<file path="src/rtl/address_register_arbiter_if.sv">
// Requester and register-file bundle for the address register arbiter.
// Handshake: a requester raises *_REQ with its fields stable and holds them until its one-cycle *_ACK; REQ must be low in the cycle after ACK.
interface address_register_arbiter_if #(
    parameter int REG_WIDTH = 32
);
    logic                 SUPERVISOR_MODE;
    logic                 EA_REQ;
    logic                 EX_REQ;
    logic [1:0]           EA_OP;
    logic [1:0]           EX_OP;
    logic [2:0]           EA_REG;
    logic [2:0]           EX_REG;
    logic [1:0]           EA_SIZE;
    logic [1:0]           EX_SIZE;
    logic [REG_WIDTH-1:0] EA_WDATA;
    logic [REG_WIDTH-1:0] EX_WDATA;
    logic                 EA_ACK;
    logic                 EX_ACK;
    logic [REG_WIDTH-1:0] EA_RDATA;
    logic [REG_WIDTH-1:0] EX_RDATA;
    logic [2:0]           RF_SEL;
    logic                 RF_BANK;
    logic                 RF_WE;
    logic [REG_WIDTH-1:0] RF_WDATA;
    logic [REG_WIDTH-1:0] RF_RDATA;
    logic                 BUSY;

    modport master (
        output SUPERVISOR_MODE, EA_REQ, EX_REQ, EA_OP, EX_OP, EA_REG, EX_REG,
               EA_SIZE, EX_SIZE, EA_WDATA, EX_WDATA, RF_RDATA,
        input  EA_ACK, EX_ACK, EA_RDATA, EX_RDATA, RF_SEL, RF_BANK, RF_WE,
               RF_WDATA, BUSY
    );

    modport slave (
        input  SUPERVISOR_MODE, EA_REQ, EX_REQ, EA_OP, EX_OP, EA_REG, EX_REG,
               EA_SIZE, EX_SIZE, EA_WDATA, EX_WDATA, RF_RDATA,
        output EA_ACK, EX_ACK, EA_RDATA, EX_RDATA, RF_SEL, RF_BANK, RF_WE,
               RF_WDATA, BUSY
    );
endinterface

</file>
<file path="src/rtl/address_register_arbiter.sv">
// Shares the single-ported A0-A7 register file between the EA and EX units,
// performing reads, writes and (An)+ / -(An) read-modify-write updates.
module address_register_arbiter #(
    parameter int REG_WIDTH = 32,
    parameter bit EX_FIRST  = 1'b1
) (
    input  logic       CLK,
    input  logic       RESET_N,
    address_register_arbiter_if.slave bus,
    output logic [1:0] o_dbg_state
);
    typedef enum logic [1:0] {S_IDLE, S_ACCESS, S_UPDATE, S_DONE} state_t;

    state_t               r_state;
    state_t               w_next;
    logic                 r_gnt_ex;
    logic                 r_last_ex;
    logic                 r_sup;
    logic [1:0]           r_op;
    logic [1:0]           r_size;
    logic [2:0]           r_reg;
    logic [REG_WIDTH-1:0] r_wdata;
    logic [REG_WIDTH-1:0] r_adj;
    logic [REG_WIDTH-1:0] r_ea_rdata;
    logic [REG_WIDTH-1:0] r_ex_rdata;
    logic                 w_any_req;
    logic                 w_pick_ex;
    logic [REG_WIDTH-1:0] w_inc;
    logic [REG_WIDTH-1:0] w_minus;
    logic [REG_WIDTH-1:0] w_plus;

    assign w_any_req   = bus.EA_REQ | bus.EX_REQ;
    // On a tie the requester that was not granted last wins.
    assign w_pick_ex   = bus.EX_REQ & (~bus.EA_REQ | ~r_last_ex);
    assign w_minus     = bus.RF_RDATA - w_inc;
    assign w_plus      = bus.RF_RDATA + w_inc;
    assign o_dbg_state = r_state;
    assign bus.EA_RDATA = r_ea_rdata;
    assign bus.EX_RDATA = r_ex_rdata;
    assign bus.BUSY     = (r_state != S_IDLE);

    // Byte steps on A7 use 2 so the stack pointer stays even.
    always_comb begin
        w_inc = REG_WIDTH'(4);
        case (r_size)
            2'b00:   w_inc = (r_reg == 3'd7) ? REG_WIDTH'(2) : REG_WIDTH'(1);
            2'b01:   w_inc = REG_WIDTH'(2);
            default: w_inc = REG_WIDTH'(4);
        endcase
    end

    always_ff @(posedge CLK or negedge RESET_N) begin
        if (!RESET_N) r_state <= S_IDLE;
        else          r_state <= w_next;
    end

    always_comb begin
        w_next = r_state;
        case (r_state)
            S_IDLE:   if (w_any_req) w_next = S_ACCESS;
            S_ACCESS: w_next = r_op[1] ? S_UPDATE : S_DONE;
            S_UPDATE: w_next = S_DONE;
            S_DONE:   w_next = S_IDLE;
            default:  w_next = S_IDLE;
        endcase
    end

    always_comb begin
        bus.RF_SEL   = 3'd0;
        bus.RF_BANK  = 1'b0;
        bus.RF_WE    = 1'b0;
        bus.RF_WDATA = '0;
        bus.EA_ACK   = 1'b0;
        bus.EX_ACK   = 1'b0;
        case (r_state)
            S_ACCESS: begin
                bus.RF_SEL  = r_reg;
                bus.RF_BANK = r_sup & (r_reg == 3'd7);
                if (r_op == 2'b01) begin
                    bus.RF_WE    = 1'b1;
                    bus.RF_WDATA = r_wdata;
                end
            end
            S_UPDATE: begin
                bus.RF_SEL   = r_reg;
                bus.RF_BANK  = r_sup & (r_reg == 3'd7);
                bus.RF_WE    = 1'b1;
                bus.RF_WDATA = r_adj;
            end
            S_DONE: begin
                bus.EA_ACK = ~r_gnt_ex;
                bus.EX_ACK = r_gnt_ex;
            end
            default: ;
        endcase
    end

    always_ff @(posedge CLK or negedge RESET_N) begin
        if (!RESET_N) begin
            r_gnt_ex   <= 1'b0;
            r_last_ex  <= ~EX_FIRST;
            r_sup      <= 1'b0;
            r_op       <= 2'b00;
            r_size     <= 2'b00;
            r_reg      <= 3'd0;
            r_wdata    <= '0;
            r_adj      <= '0;
            r_ea_rdata <= '0;
            r_ex_rdata <= '0;
        end else begin
            if (r_state == S_IDLE && w_any_req) begin
                r_gnt_ex  <= w_pick_ex;
                r_last_ex <= w_pick_ex;
                r_sup     <= bus.SUPERVISOR_MODE;
                r_op      <= w_pick_ex ? bus.EX_OP    : bus.EA_OP;
                r_size    <= w_pick_ex ? bus.EX_SIZE  : bus.EA_SIZE;
                r_reg     <= w_pick_ex ? bus.EX_REG   : bus.EA_REG;
                r_wdata   <= w_pick_ex ? bus.EX_WDATA : bus.EA_WDATA;
            end
            // Plain writes leave the requester's previous result in place.
            if (r_state == S_ACCESS && r_op != 2'b01) begin
                r_adj <= r_op[0] ? w_minus : w_plus;
                if (r_gnt_ex) r_ex_rdata <= (r_op == 2'b11) ? w_minus : bus.RF_RDATA;
                else          r_ea_rdata <= (r_op == 2'b11) ? w_minus : bus.RF_RDATA;
            end
        end
    end
endmodule
</file>
<file path="src/flat_wrapper.sv">
// flat-port wrapper written by rule: the top's interface ports become plain ports
module address_register_arbiter_flat 
#(
    parameter int REG_WIDTH = 32,
    parameter bit EX_FIRST  = 1'b1
)
  (CLK, RESET_N, o_dbg_state, bus_SUPERVISOR_MODE, bus_EA_REQ, bus_EX_REQ, bus_EA_OP, bus_EX_OP, bus_EA_REG, bus_EX_REG, bus_EA_SIZE, bus_EX_SIZE, bus_EA_WDATA, bus_EX_WDATA, bus_RF_RDATA, bus_EA_ACK, bus_EX_ACK, bus_EA_RDATA, bus_EX_RDATA, bus_RF_SEL, bus_RF_BANK, bus_RF_WE, bus_RF_WDATA, bus_BUSY);
  address_register_arbiter_if #(.REG_WIDTH(REG_WIDTH)) bus_i ();
  input  logic CLK;
  input  logic RESET_N;
  output logic [1:0] o_dbg_state;
  input wire logic [$bits(bus_i.SUPERVISOR_MODE)-1:0] bus_SUPERVISOR_MODE;
  input wire logic [$bits(bus_i.EA_REQ)-1:0] bus_EA_REQ;
  input wire logic [$bits(bus_i.EX_REQ)-1:0] bus_EX_REQ;
  input wire logic [$bits(bus_i.EA_OP)-1:0] bus_EA_OP;
  input wire logic [$bits(bus_i.EX_OP)-1:0] bus_EX_OP;
  input wire logic [$bits(bus_i.EA_REG)-1:0] bus_EA_REG;
  input wire logic [$bits(bus_i.EX_REG)-1:0] bus_EX_REG;
  input wire logic [$bits(bus_i.EA_SIZE)-1:0] bus_EA_SIZE;
  input wire logic [$bits(bus_i.EX_SIZE)-1:0] bus_EX_SIZE;
  input wire logic [$bits(bus_i.EA_WDATA)-1:0] bus_EA_WDATA;
  input wire logic [$bits(bus_i.EX_WDATA)-1:0] bus_EX_WDATA;
  input wire logic [$bits(bus_i.RF_RDATA)-1:0] bus_RF_RDATA;
  output wire logic [$bits(bus_i.EA_ACK)-1:0] bus_EA_ACK;
  output wire logic [$bits(bus_i.EX_ACK)-1:0] bus_EX_ACK;
  output wire logic [$bits(bus_i.EA_RDATA)-1:0] bus_EA_RDATA;
  output wire logic [$bits(bus_i.EX_RDATA)-1:0] bus_EX_RDATA;
  output wire logic [$bits(bus_i.RF_SEL)-1:0] bus_RF_SEL;
  output wire logic [$bits(bus_i.RF_BANK)-1:0] bus_RF_BANK;
  output wire logic [$bits(bus_i.RF_WE)-1:0] bus_RF_WE;
  output wire logic [$bits(bus_i.RF_WDATA)-1:0] bus_RF_WDATA;
  output wire logic [$bits(bus_i.BUSY)-1:0] bus_BUSY;
  assign bus_i.SUPERVISOR_MODE = bus_SUPERVISOR_MODE;
  assign bus_i.EA_REQ = bus_EA_REQ;
  assign bus_i.EX_REQ = bus_EX_REQ;
  assign bus_i.EA_OP = bus_EA_OP;
  assign bus_i.EX_OP = bus_EX_OP;
  assign bus_i.EA_REG = bus_EA_REG;
  assign bus_i.EX_REG = bus_EX_REG;
  assign bus_i.EA_SIZE = bus_EA_SIZE;
  assign bus_i.EX_SIZE = bus_EX_SIZE;
  assign bus_i.EA_WDATA = bus_EA_WDATA;
  assign bus_i.EX_WDATA = bus_EX_WDATA;
  assign bus_i.RF_RDATA = bus_RF_RDATA;
  assign bus_EA_ACK = bus_i.EA_ACK;
  assign bus_EX_ACK = bus_i.EX_ACK;
  assign bus_EA_RDATA = bus_i.EA_RDATA;
  assign bus_EX_RDATA = bus_i.EX_RDATA;
  assign bus_RF_SEL = bus_i.RF_SEL;
  assign bus_RF_BANK = bus_i.RF_BANK;
  assign bus_RF_WE = bus_i.RF_WE;
  assign bus_RF_WDATA = bus_i.RF_WDATA;
  assign bus_BUSY = bus_i.BUSY;
  address_register_arbiter #(.REG_WIDTH(REG_WIDTH), .EX_FIRST(EX_FIRST)) u_core (.CLK(CLK), .RESET_N(RESET_N), .bus(bus_i), .o_dbg_state(o_dbg_state));
endmodule
</file>
<file path="config.mk">
export PLATFORM = sky130hd
export DESIGN_NAME = address_register_arbiter_flat
export DESIGN_NICKNAME = d
export VERILOG_FILES = /design/src/rtl/address_register_arbiter_if.sv /design/src/rtl/address_register_arbiter.sv /design/src/flat_wrapper.sv
export SDC_FILE = /design/constraint.sdc
export NUM_CORES = 1
export LEC_CHECK = 0
export BUFFER_PORTS_ARGS = -buffer_cell sky130_fd_sc_hd__buf_2
export CAP_MARGIN = 30
export CORE_ASPECT_RATIO = 0.75
export CORE_MARGIN = 4
export CORE_UTILIZATION = 45
export CTS_BUF_LIST = sky130_fd_sc_hd__clkbuf_16
export DETAILED_ROUTE_END_ITERATION = 6
export MAX_ROUTING_LAYER = met4
export PLACE_DENSITY = 0.79
export SLEW_MARGIN = 20
export SYNTH_ARGS = -nofsm -noshare
export SYNTH_HDL_FRONTEND = slang
export SYNTH_SLANG_ARGS = --single-unit
</file>
<file path="constraint.sdc">
create_clock -name CLK -period 6.1 [get_ports CLK]
set_clock_uncertainty 0.15 [all_clocks]
set_input_delay 0.915 -clock CLK [delete_from_list [all_inputs] [get_ports CLK]]
set_output_delay 0.915 -clock CLK [all_outputs]
set_load 0.03 [all_outputs]
</file>
=== Word level (Yosys, flattened, before mapping) ===
Index checks and enable logic that the tools add are counted.
W data, S select, Z words.

* $add $sub $neg: 2
* Equality and inequality tests: 9
* Muxes and demuxes: 19
* Bitwise logic cells: 6
* Reduce and logical (&&, ||, !) cells: 8

{| class="wikitable"
|+ Operators by type and width
! cell !! number
|-
| $mux W32 || 4
|-
| $pmux W32 S2 || 2
|-
| $add A32 B32 Y32 || 1
|-
| $sub A32 B32 Y32 || 1
|-
| $mux W2 || 4
|-
| $pmux W2 S4 || 1
|-
| $eq A2 B1 Y1 const B || 3
|-
| $eq A2 B2 Y1 const B || 3
|-
| $mux W3 || 2
|-
| $mux W1 || 5
|-
| $logic_not A2 Y1 || 2
|-
| $ne A2 B1 Y1 const B || 2
|-
| $reduce_and A2 Y1 || 2
|-
| $eq A3 B3 Y1 const B || 1
|-
| $and A1 B1 Y1 || 2
|-
| $logic_and A1 B1 Y1 || 2
|-
| $not A1 Y1 || 2
|-
| $or A1 B1 Y1 || 2
|-
| $pmux W1 S2 || 1
|-
| $reduce_bool A2 Y1 || 1
|-
| $reduce_or A2 Y1 || 1
|}

* Bits in registers: 139
* Input port bits: 115

=== Logic depth before layout (Yosys ltp) ===
Gate-level depths: netlist of run 1.

* Word-level depth: 5
* Mapped depth: 11

=== Worst setup path after synthesis of run 1 ===
No wires, ideal clock.

* Path type: input port to flip-flop
* Start point: input port bus_RF_RDATA[0]
* End point: register u_core.r_ea_rdata[22] (netlist: u_core.bus.EA_RDATA[22])
* Setup time: 127 ps
* Data arrival time: 2964 ps
* Path slack: 2859 ps
* Stages on the path: 10
* Path buffers: 0
* Cells stage by stage: inv_1 > ha_1 > inv_1 > fa_1 > a21o_1 > nor3_1 > and2_2 > nor4b_4 > xor2_1 > mux2_1

* Longest elaborated chain between the ends: 2

{| class="wikitable"
|+ Ends and longest elaborated chain
! item !! line !! RTL
|-
| start, declared || flat_wrapper.sv:23 || <nowiki>input wire logic [$bits(bus_i.RF_RDATA)-1:0] bus_RF_RDATA;</nowiki>
|-
| $sub A32 B32 Y32 || address_register_arbiter.sv:35 || <nowiki>assign w_minus = bus.RF_RDATA - w_inc;</nowiki>
|-
| $mux W32 || address_register_arbiter.sv:124 || <nowiki>else r_ea_rdata <= (r_op == 2'b11) ? w_minus : bus.RF_RDATA;</nowiki>
|-
| end signal, assigned || address_register_arbiter.sv:124 ||
|-
| end, declared || address_register_arbiter.sv:24 || <nowiki>logic [REG_WIDTH-1:0] r_ea_rdata;</nowiki>
|}

No other way between the ends.
A chain may end at the register's enable or synchronous reset.

=== Final worst setup path of run 1 ===
* Start point: register u_core.r_state[1] (netlist: u_core.o_dbg_state[1])
* End point: output port bus_RF_WDATA[4]

* Longest elaborated chain between the ends: 2
* Elaborated cells on any way between the ends: 3

{| class="wikitable"
|+ Ends and longest elaborated chain
! item !! line !! RTL
|-
| start, declared || address_register_arbiter.sv:14 || <nowiki>state_t r_state;</nowiki>
|-
| start signal, assigned || address_register_arbiter.sv:54 || <nowiki>else r_state <= w_next;</nowiki>
|-
| $eq A2 B2 Y1 / $eq A2 B1 Y1 (equally long branches) || address_register_arbiter.sv:75 || <nowiki>case (r_state)</nowiki>
|-
| $pmux W32 S2 * || address_register_arbiter.sv:75 ||
|-
| end, declared || flat_wrapper.sv:31 || <nowiki>output wire logic [$bits(bus_i.RF_WDATA)-1:0] bus_RF_WDATA;</nowiki>
|}

Mark *: on every way between the ends. The rest lies on a longest branch, timed or not.

==> results of run 1 <==
-- metal layers --
| layer | wire length (um) | part of all wire | track usage | vias to the layer above |
|---|---|---|---|---|
| met5 | 0 | 0 | - | - |
| met4 | 270 | 0.012 | 0.04913 | 0 |
| met3 | 1887 | 0.082 | 0.08064 | 22 |
| met2 | 10650 | 0.46 | 0.3584 | 252 |
| met1 | 10300 | 0.45 | 0.3132 | 3449 |
| li1 | - | - | - | 3430 |
-- worst register-to-register path, stage by stage (launching register included) --
cell	delay, ns
dfrtp_1	0.41
a31oi_1	0.23
and2_1	0.19
ha_1	0.16
inv_1	0.05
fa_1	0.43
a21o_1	0.27
nor3_1	0.55
and2_2	0.34
nor4b_4	0.23
xor2_1	0.14
mux2_1	0.32
-- power groups by stage --
| stage | Combinational (W) | Sequential (W) | Clock [W] |
|---|---|---|---|
| 6_report | 0.00250 | 0.00168 | 0.000989 |
| 4_1_cts | 0.00250 | 0.00168 | 0.00100 |
| 3_3_place_gp | 0.00243 | 0.00168 | 0 |
| 5_1_grt | 0.00275 | 0.00173 | 0.00105 |
| 3_5_place_dp | 0.00250 | 0.00169 | 0 |
| 2_1_floorplan | 0.00138 | 0.00202 | 0 |
-- cell type report --
class	count	area, um^2	area share
repair buffers	228	1187	0.1212
clock inverters	15	133.9	0.01366
multi-input cells	653	4209	0.4296
inverters	15	56.30	0.005746
flip-flops and latches	139	3478	0.3550
diodes	5	12.51	0.001277
well taps	236	295.3	0.03014
clock buffers	17	425.4	0.04342
-- stage by stage --
stage               area [um^2]  setup slack, ns
floorplan                  7986            2.859
global placement           9188            2.453
detailed placement         9211            2.348
CTS                        9771            2.411
global route               9796            2.189
finish                     9798            2.412
-- worst max-delay path by stage --
stage | startpoint | endpoint
after floorplan | bus_RF_RDATA[0] | u_core.bus.EA_RDATA[22]
after global placement | bus_RF_RDATA[0] | u_core.bus.EA_RDATA[22]
after detailed placement | bus_RF_RDATA[0] | u_core.bus.EA_RDATA[22]
after CTS | u_core.o_dbg_state[1] | bus_RF_WDATA[4]
after global routing | u_core.o_dbg_state[1] | bus_RF_WDATA[2]
final | u_core.o_dbg_state[1] | bus_RF_WDATA[4]
-- logic make-up (layout without fill, tap and decap cells) --
| logic type | after synthesis | count (layout) | synth area share |
|---|---|---|---|
| AND/OR/NAND/NOR | 317 | 317 | 0.2065 |
| AO/OA/AOI/OAI | 213 | 213 | 0.1629 |
| flip-flops | 139 | 139 | 0.4355 |
| buffers and inverters | 85 | 275 | 0.04339 |
| XOR/XNOR | 61 | 61 | 0.06690 |
| multiplexers | 50 | 50 | 0.06408 |
| adder cells (fa/ha/maj) | 12 | 12 | 0.02068 |
| other | 0 | 5 | 0 |
-- synth_stat cells (17+ instances only) --
cell type | instances | area [um^2]
clkbuf_1 | 54 | 202.7
mux2i_1 | 41 | 410.4
o21ai_1 | 22 | 110.1
a21oi_1 | 34 | 170.2
nor2_1 | 55 | 206.5
dfrtp_1 | 139 | 3478
xor2_1 | 17 | 148.9
xnor2_1 | 44 | 385.4
o21ai_0 | 83 | 415.4
nor2b_1 | 38 | 237.7
nand2_1 | 118 | 442.9
a22oi_1 | 34 | 255.2
==> run_results.csv, run 1 <==
group,metric,value,unit
status,status,"complete, no violations",
placement,gp_congestion,0.9453,
clock_network,post_cts_buffers,0,
critical_path,worst-path-stages,7,
power_and_ir_drop,ir_worst_vdd,359.0,uV
synth,synth_seq_cells,139,
synth,synth_area_per_cell,9.107,um^2
synth,yosys_warnings,0,
final_layout,fillers,1573,
timing,rsz0062_at_grt,"no",
placement,portBuffers,220,
synth,synth_edf_count,0,
final_layout,final_common_cell,"buf_2",
timing,tns,0,ns
critical_path,reg2regPathDepth,11,
timing,drv_slew,0,
floorplan,start_util,0.4661,
critical_path,crit_fanout,33,
power_and_ir_drop,switching_share,0.4589,
synth,ys.flop_type,"dfrtp_1",
clock_network,clock-sinks,139,
floorplan,core,0.01713,mm^2
critical_path,crit_slowest_cell,"and2_2",
final_layout,finalNetCount,1181,
power_and_ir_drop,p_leak,4.324,nW
power_and_ir_drop,p_sw,0.002373,W
clock_network,numCtsBuffers,17,
final_layout,fin_util,0.5719,
global_routing,antenna_found_initial,4,
final_layout,synthToLayoutAreaGrowth,22.69,%
critical_path,critPathKind,"register to output port",
hold_path,min_path_type,"register to register",
clock_network,clock_latency,0.42,ns
final_layout,final_cells,1308,
critical_path,cp.arrival,2.62,ns
clock_network,cts-root-buf,"clkbuf_16",
critical_path,setup.worst_path.end_class,"output port",
critical_path,crit_family,"simple AND/OR/NAND/NOR gates",
power_and_ir_drop,internal_power,0.002799,W
detailed_routing,firstDrtPassIters,5,
clock_network,cts_tree,"built",
clock_network,clk_path_buf_depth,2,
synth,synthDistinctLibCells,69,
critical_path,path_buf_inv,2,
clock_network,clkSlewWorstSetupHoldPaths,0.06,ns
global_routing,overflow,0,
critical_path,required,5.03,ns
synth,async_flop_share,1.000,
timing,fin_hold_ws,0.3309,ns
critical_path,critPathMostFrequentCell,"nor2b_1",
final_layout,drive_gt1_frac,0.2718,
floorplan,die_y,123.4,um
detailed_routing,vias,7153,
detailed_routing,wirelength,23110,um
timing,period_share,0.6047,
placement,place_hpwl,17420,um
clock_network,ctsHoldBuffers,0,
power_and_ir_drop,power_frac_comb,0.484,
critical_path,worstReg2RegEnd,"u_core.bus.EA_RDATA[22]",
timing,period_minus_slack,3.688,ns
power_and_ir_drop,power_frac_clock,0.191,
critical_path,cp-start-kind,"register",
timing,finalSetupViolations,0,
critical_path,crit_chain,"inv_1 -> ha_1 -> nor2b_1 -> and2_2 -> a22oi_1 -> nor2b_1 -> buf_2",
timing,hold_violations,0,
clock_network,htreeDepth,4,
critical_path,slowest_delay,0.60,ns
synth,synth_cells,877,
placement,dp_cells,1270,
synth,yosysSeqAreaShare,0.4355,
detailed_routing,antenna_left,0,
power_and_ir_drop,power.total,0.005172,W
synth,syn_area,0.007986,mm^2
detailed_routing,via_per_inst,5.469,
global_routing,grt_util_all_layers,0.2367,
critical_path,rr_startpoint,"u_core.r_reg[0]",
detailed_routing,drcViolationCount,0,
critical_path,r2r_slack,2.50,ns
floorplan,rows,41,
timing,fmax,271.1,MHz
detailed_routing,drt_iter0_markers,593,
hold_path,hold_depth,2,
global_routing,grt_max_degree,86,
floorplan,io-pin-count,221,
global_routing,first_global_vias,6959,
synth,synth_nets,1004,
floorplan,fp.dieW,161.8,um
final_layout,final_cell_mix,"buf_2 (219), dfrtp_1 (139), nand2_1 (117)",
timing,relSlewSlack,0.4859,
job,drv_cap,0,
floorplan,die-area,0.01997,mm^2
power_and_ir_drop,seq_power_share,0.325,
detailed_routing,wl_per_cell,17.67,um
hold_path,whs_endpoint,"u_core.bus.EX_RDATA[23]",
clock_network,post_cts_resized,0,
global_routing,grt_pass1_wl,36470,um
power_and_ir_drop,powerDensity,527.9,mW/mm^2
hold_path,min_from,"u_core.bus.EX_RDATA[23]",
timing,worstMarginPinSlew,0.7712,ns
No activity file was read; power rests on OpenSTA's default activity.
==> run 2, diff against run 1 <==
==> constraint.sdc (replaced) <==
create_clock -name CLK -period 3.8 [get_ports CLK]
set_clock_uncertainty 0.15 [all_clocks]
set_input_delay 0.57 -clock CLK [delete_from_list [all_inputs] [get_ports CLK]]
set_output_delay 0.57 -clock CLK [all_outputs]
set_load 0.03 [all_outputs]
==> run_results.csv, run 2 (synthesis results as in run 1) <==
group,metric,value,unit
critical_path,crit_start,"u_core.r_reg[0]",
floorplan,die-area,0.01997,mm^2
detailed_routing,wirelength,22880,um
global_routing,antenna_found_initial,1,
final_layout,drive_gt1_frac,0.2795,
critical_path,rr_startpoint,"u_core.r_reg[0]",
clock_network,post_cts_buffers,0,
clock_network,post_cts_resized,0,
global_routing,grt_util_all_layers,0.2368,
timing,rsz0062_at_grt,"no",
timing,period_minus_slack,3.266,ns
clock_network,clock-sinks,139,
detailed_routing,wl_per_cell,17.40,um
floorplan,io-pin-count,221,
detailed_routing,antenna_left,0,
detailed_routing,drcViolationCount,0,
critical_path,reg2regPathDepth,12,
timing,relSlewSlack,0.5039,
critical_path,slowest_delay,0.43,ns
detailed_routing,firstDrtPassIters,5,
global_routing,grt_max_degree,82,
power_and_ir_drop,ir_worst_vdd,576.2,uV
power_and_ir_drop,power_frac_clock,0.191,
power_and_ir_drop,p_leak,4.391,nW
global_routing,grt_pass1_wl,36290,um
floorplan,rows,41,
critical_path,crit_slowest_cell,"fa_1",
power_and_ir_drop,internal_power,0.004494,W
final_layout,final_common_cell,"buf_2",
clock_network,htreeDepth,4,
critical_path,setup.worst_path.end_class,"register",
floorplan,start_util,0.4661,
clock_network,clk_path_buf_depth,2,
job,drv_cap,0,
power_and_ir_drop,powerDensity,840.0,mW/mm^2
timing,hold_violations,0,
timing,period_share,0.8595,
placement,portBuffers,220,
final_layout,final_cell_mix,"buf_2 (219), dfrtp_1 (139), nand2_1 (117)",
critical_path,critPathKind,"register to register",
final_layout,finalNetCount,1191,
final_layout,fillers,1607,
clock_network,cts_tree,"built",
detailed_routing,vias,7127,
power_and_ir_drop,power_frac_comb,0.481,
floorplan,fp.dieW,161.8,um
final_layout,fin_util,0.5752,
timing,worstMarginPinSlew,0.7441,ns
status,status,"complete, no violations",
detailed_routing,drt_iter0_markers,592,
critical_path,required,3.95,ns
critical_path,worstReg2RegEnd,"u_core.bus.EA_RDATA[22]",
detailed_routing,via_per_inst,5.420,
clock_network,clock_latency,0.42,ns
placement,place_hpwl,17530,um
global_routing,first_global_vias,6965,
timing,tns,0,ns
timing,drv_slew,0,
power_and_ir_drop,switching_share,0.4572,
critical_path,crit_fanout,6,
global_routing,overflow,0,
floorplan,die_y,123.4,um
power_and_ir_drop,seq_power_share,0.328,
clock_network,clkSlewWorstSetupHoldPaths,0.06,ns
clock_network,numCtsBuffers,17,
clock_network,cts-root-buf,"clkbuf_16",
critical_path,crit_chain,"a31oi_1 -> and2_1 -> ha_1 -> inv_1 -> fa_1 -> a21o_1 -> nor3_1 -> buf_4 -> and2_2 -> nor4b_4 -> xor2_1 -> mux2_1",
placement,gp_congestion,0.9379,
power_and_ir_drop,p_sw,0.003785,W
critical_path,cp.arrival,3.42,ns
floorplan,core,0.01713,mm^2
timing,fmax,306.2,MHz
timing,finalSetupViolations,0,
final_layout,synthToLayoutAreaGrowth,23.41,%
clock_network,ctsHoldBuffers,0,
critical_path,cp-start-kind,"register",
hold_path,min_path_type,"input port to asynchronous set/reset pin",
critical_path,r2r_slack,0.53,ns
[run 2: changes by cell type in the layout (fill, tap and decap cells not counted), moves of 3 or more]
cell | previous run | this run
clkinv_2 | 1 | 6
clkinvlp_4 | 5 | 1
diode_2 | 5 | 2
clkinv_4 | 0 | 3
clkinv_1 | 4 | 1
buf_4 | 6 | 17
[run 2: power by group through the flow]
stage	clock network (W)	registers [W]	logic [W]
final	0.00158	0.00271	0.00398
after global routing	0.00169	0.00279	0.00438
after CTS	0.00161	0.00272	0.00401
after detailed placement	0	0.00274	0.00400
after global placement	0	0.00271	0.00392
after floorplan	0	0.00324	0.00222
[run 2: per-layer routing]
layer	track usage	vias up	part of all wire
met5	-	-	0
met4	0.04649	0	0.0095
met3	0.06598	23	0.085
met2	0.3662	307	0.47
met1	0.3176	3356	0.44
li1	-	3441	-
[run 2: worst max path at each step]
stage / end / cells after the start / slack, ns
after floorplan: u_core.bus.EA_RDATA[22] / 11 / 0.81
after global placement: u_core.bus.EA_RDATA[22] / 12 / 0.63
after detailed placement: u_core.bus.EA_RDATA[22] / 12 / 0.57
after CTS: u_core.bus.EA_RDATA[22] / 12 / 0.52
after global routing: u_core.bus.EA_RDATA[24] / 11 / 0.24
final: u_core.bus.EA_RDATA[22] / 12 / 0.53
[run 2: stage by stage]
stage               cell area, um^2  cells  hold slack (ns)  worst slack [ns]  total power [W]
floorplan                      7986    877           0.1244            0.8116         0.005464
global placement               9290   1281           0.3103            0.6252         0.006635
detailed placement             9290   1281           0.3177            0.5651         0.006739
CTS                            9851   1313          0.06934            0.5211         0.008340
global route                   9853   1314           0.1001            0.2399         0.008866
finish                         9856   1315          0.05035            0.5340         0.008278
[run 2: worst max-delay path: cells and delay by family (launching register included)]
kind,cells,cell delay [ns]
xor+xnor,1,0.13
mux,1,0.32
buf+inv,2,0.21
compound gates,2,0.49
simple gates,4,0.85
flops,1,0.40
fa+ha+maj,2,0.58
[run 2: cell type report]
| class | instances | area (um^2) | share of cell area |
|---|---|---|---|
| multi-input combinational | 653 | 4205 | 0.4267 |
| sequential | 139 | 3478 | 0.3529 |
| timing repair buffer | 238 | 1255 | 0.1273 |
| clock buffer | 17 | 425.4 | 0.04316 |
| tap | 236 | 295.3 | 0.02996 |
| clock inverter | 15 | 135.1 | 0.01371 |
| inverter | 15 | 56.30 | 0.005713 |
| antenna | 2 | 5.005 | 0.0005078 |
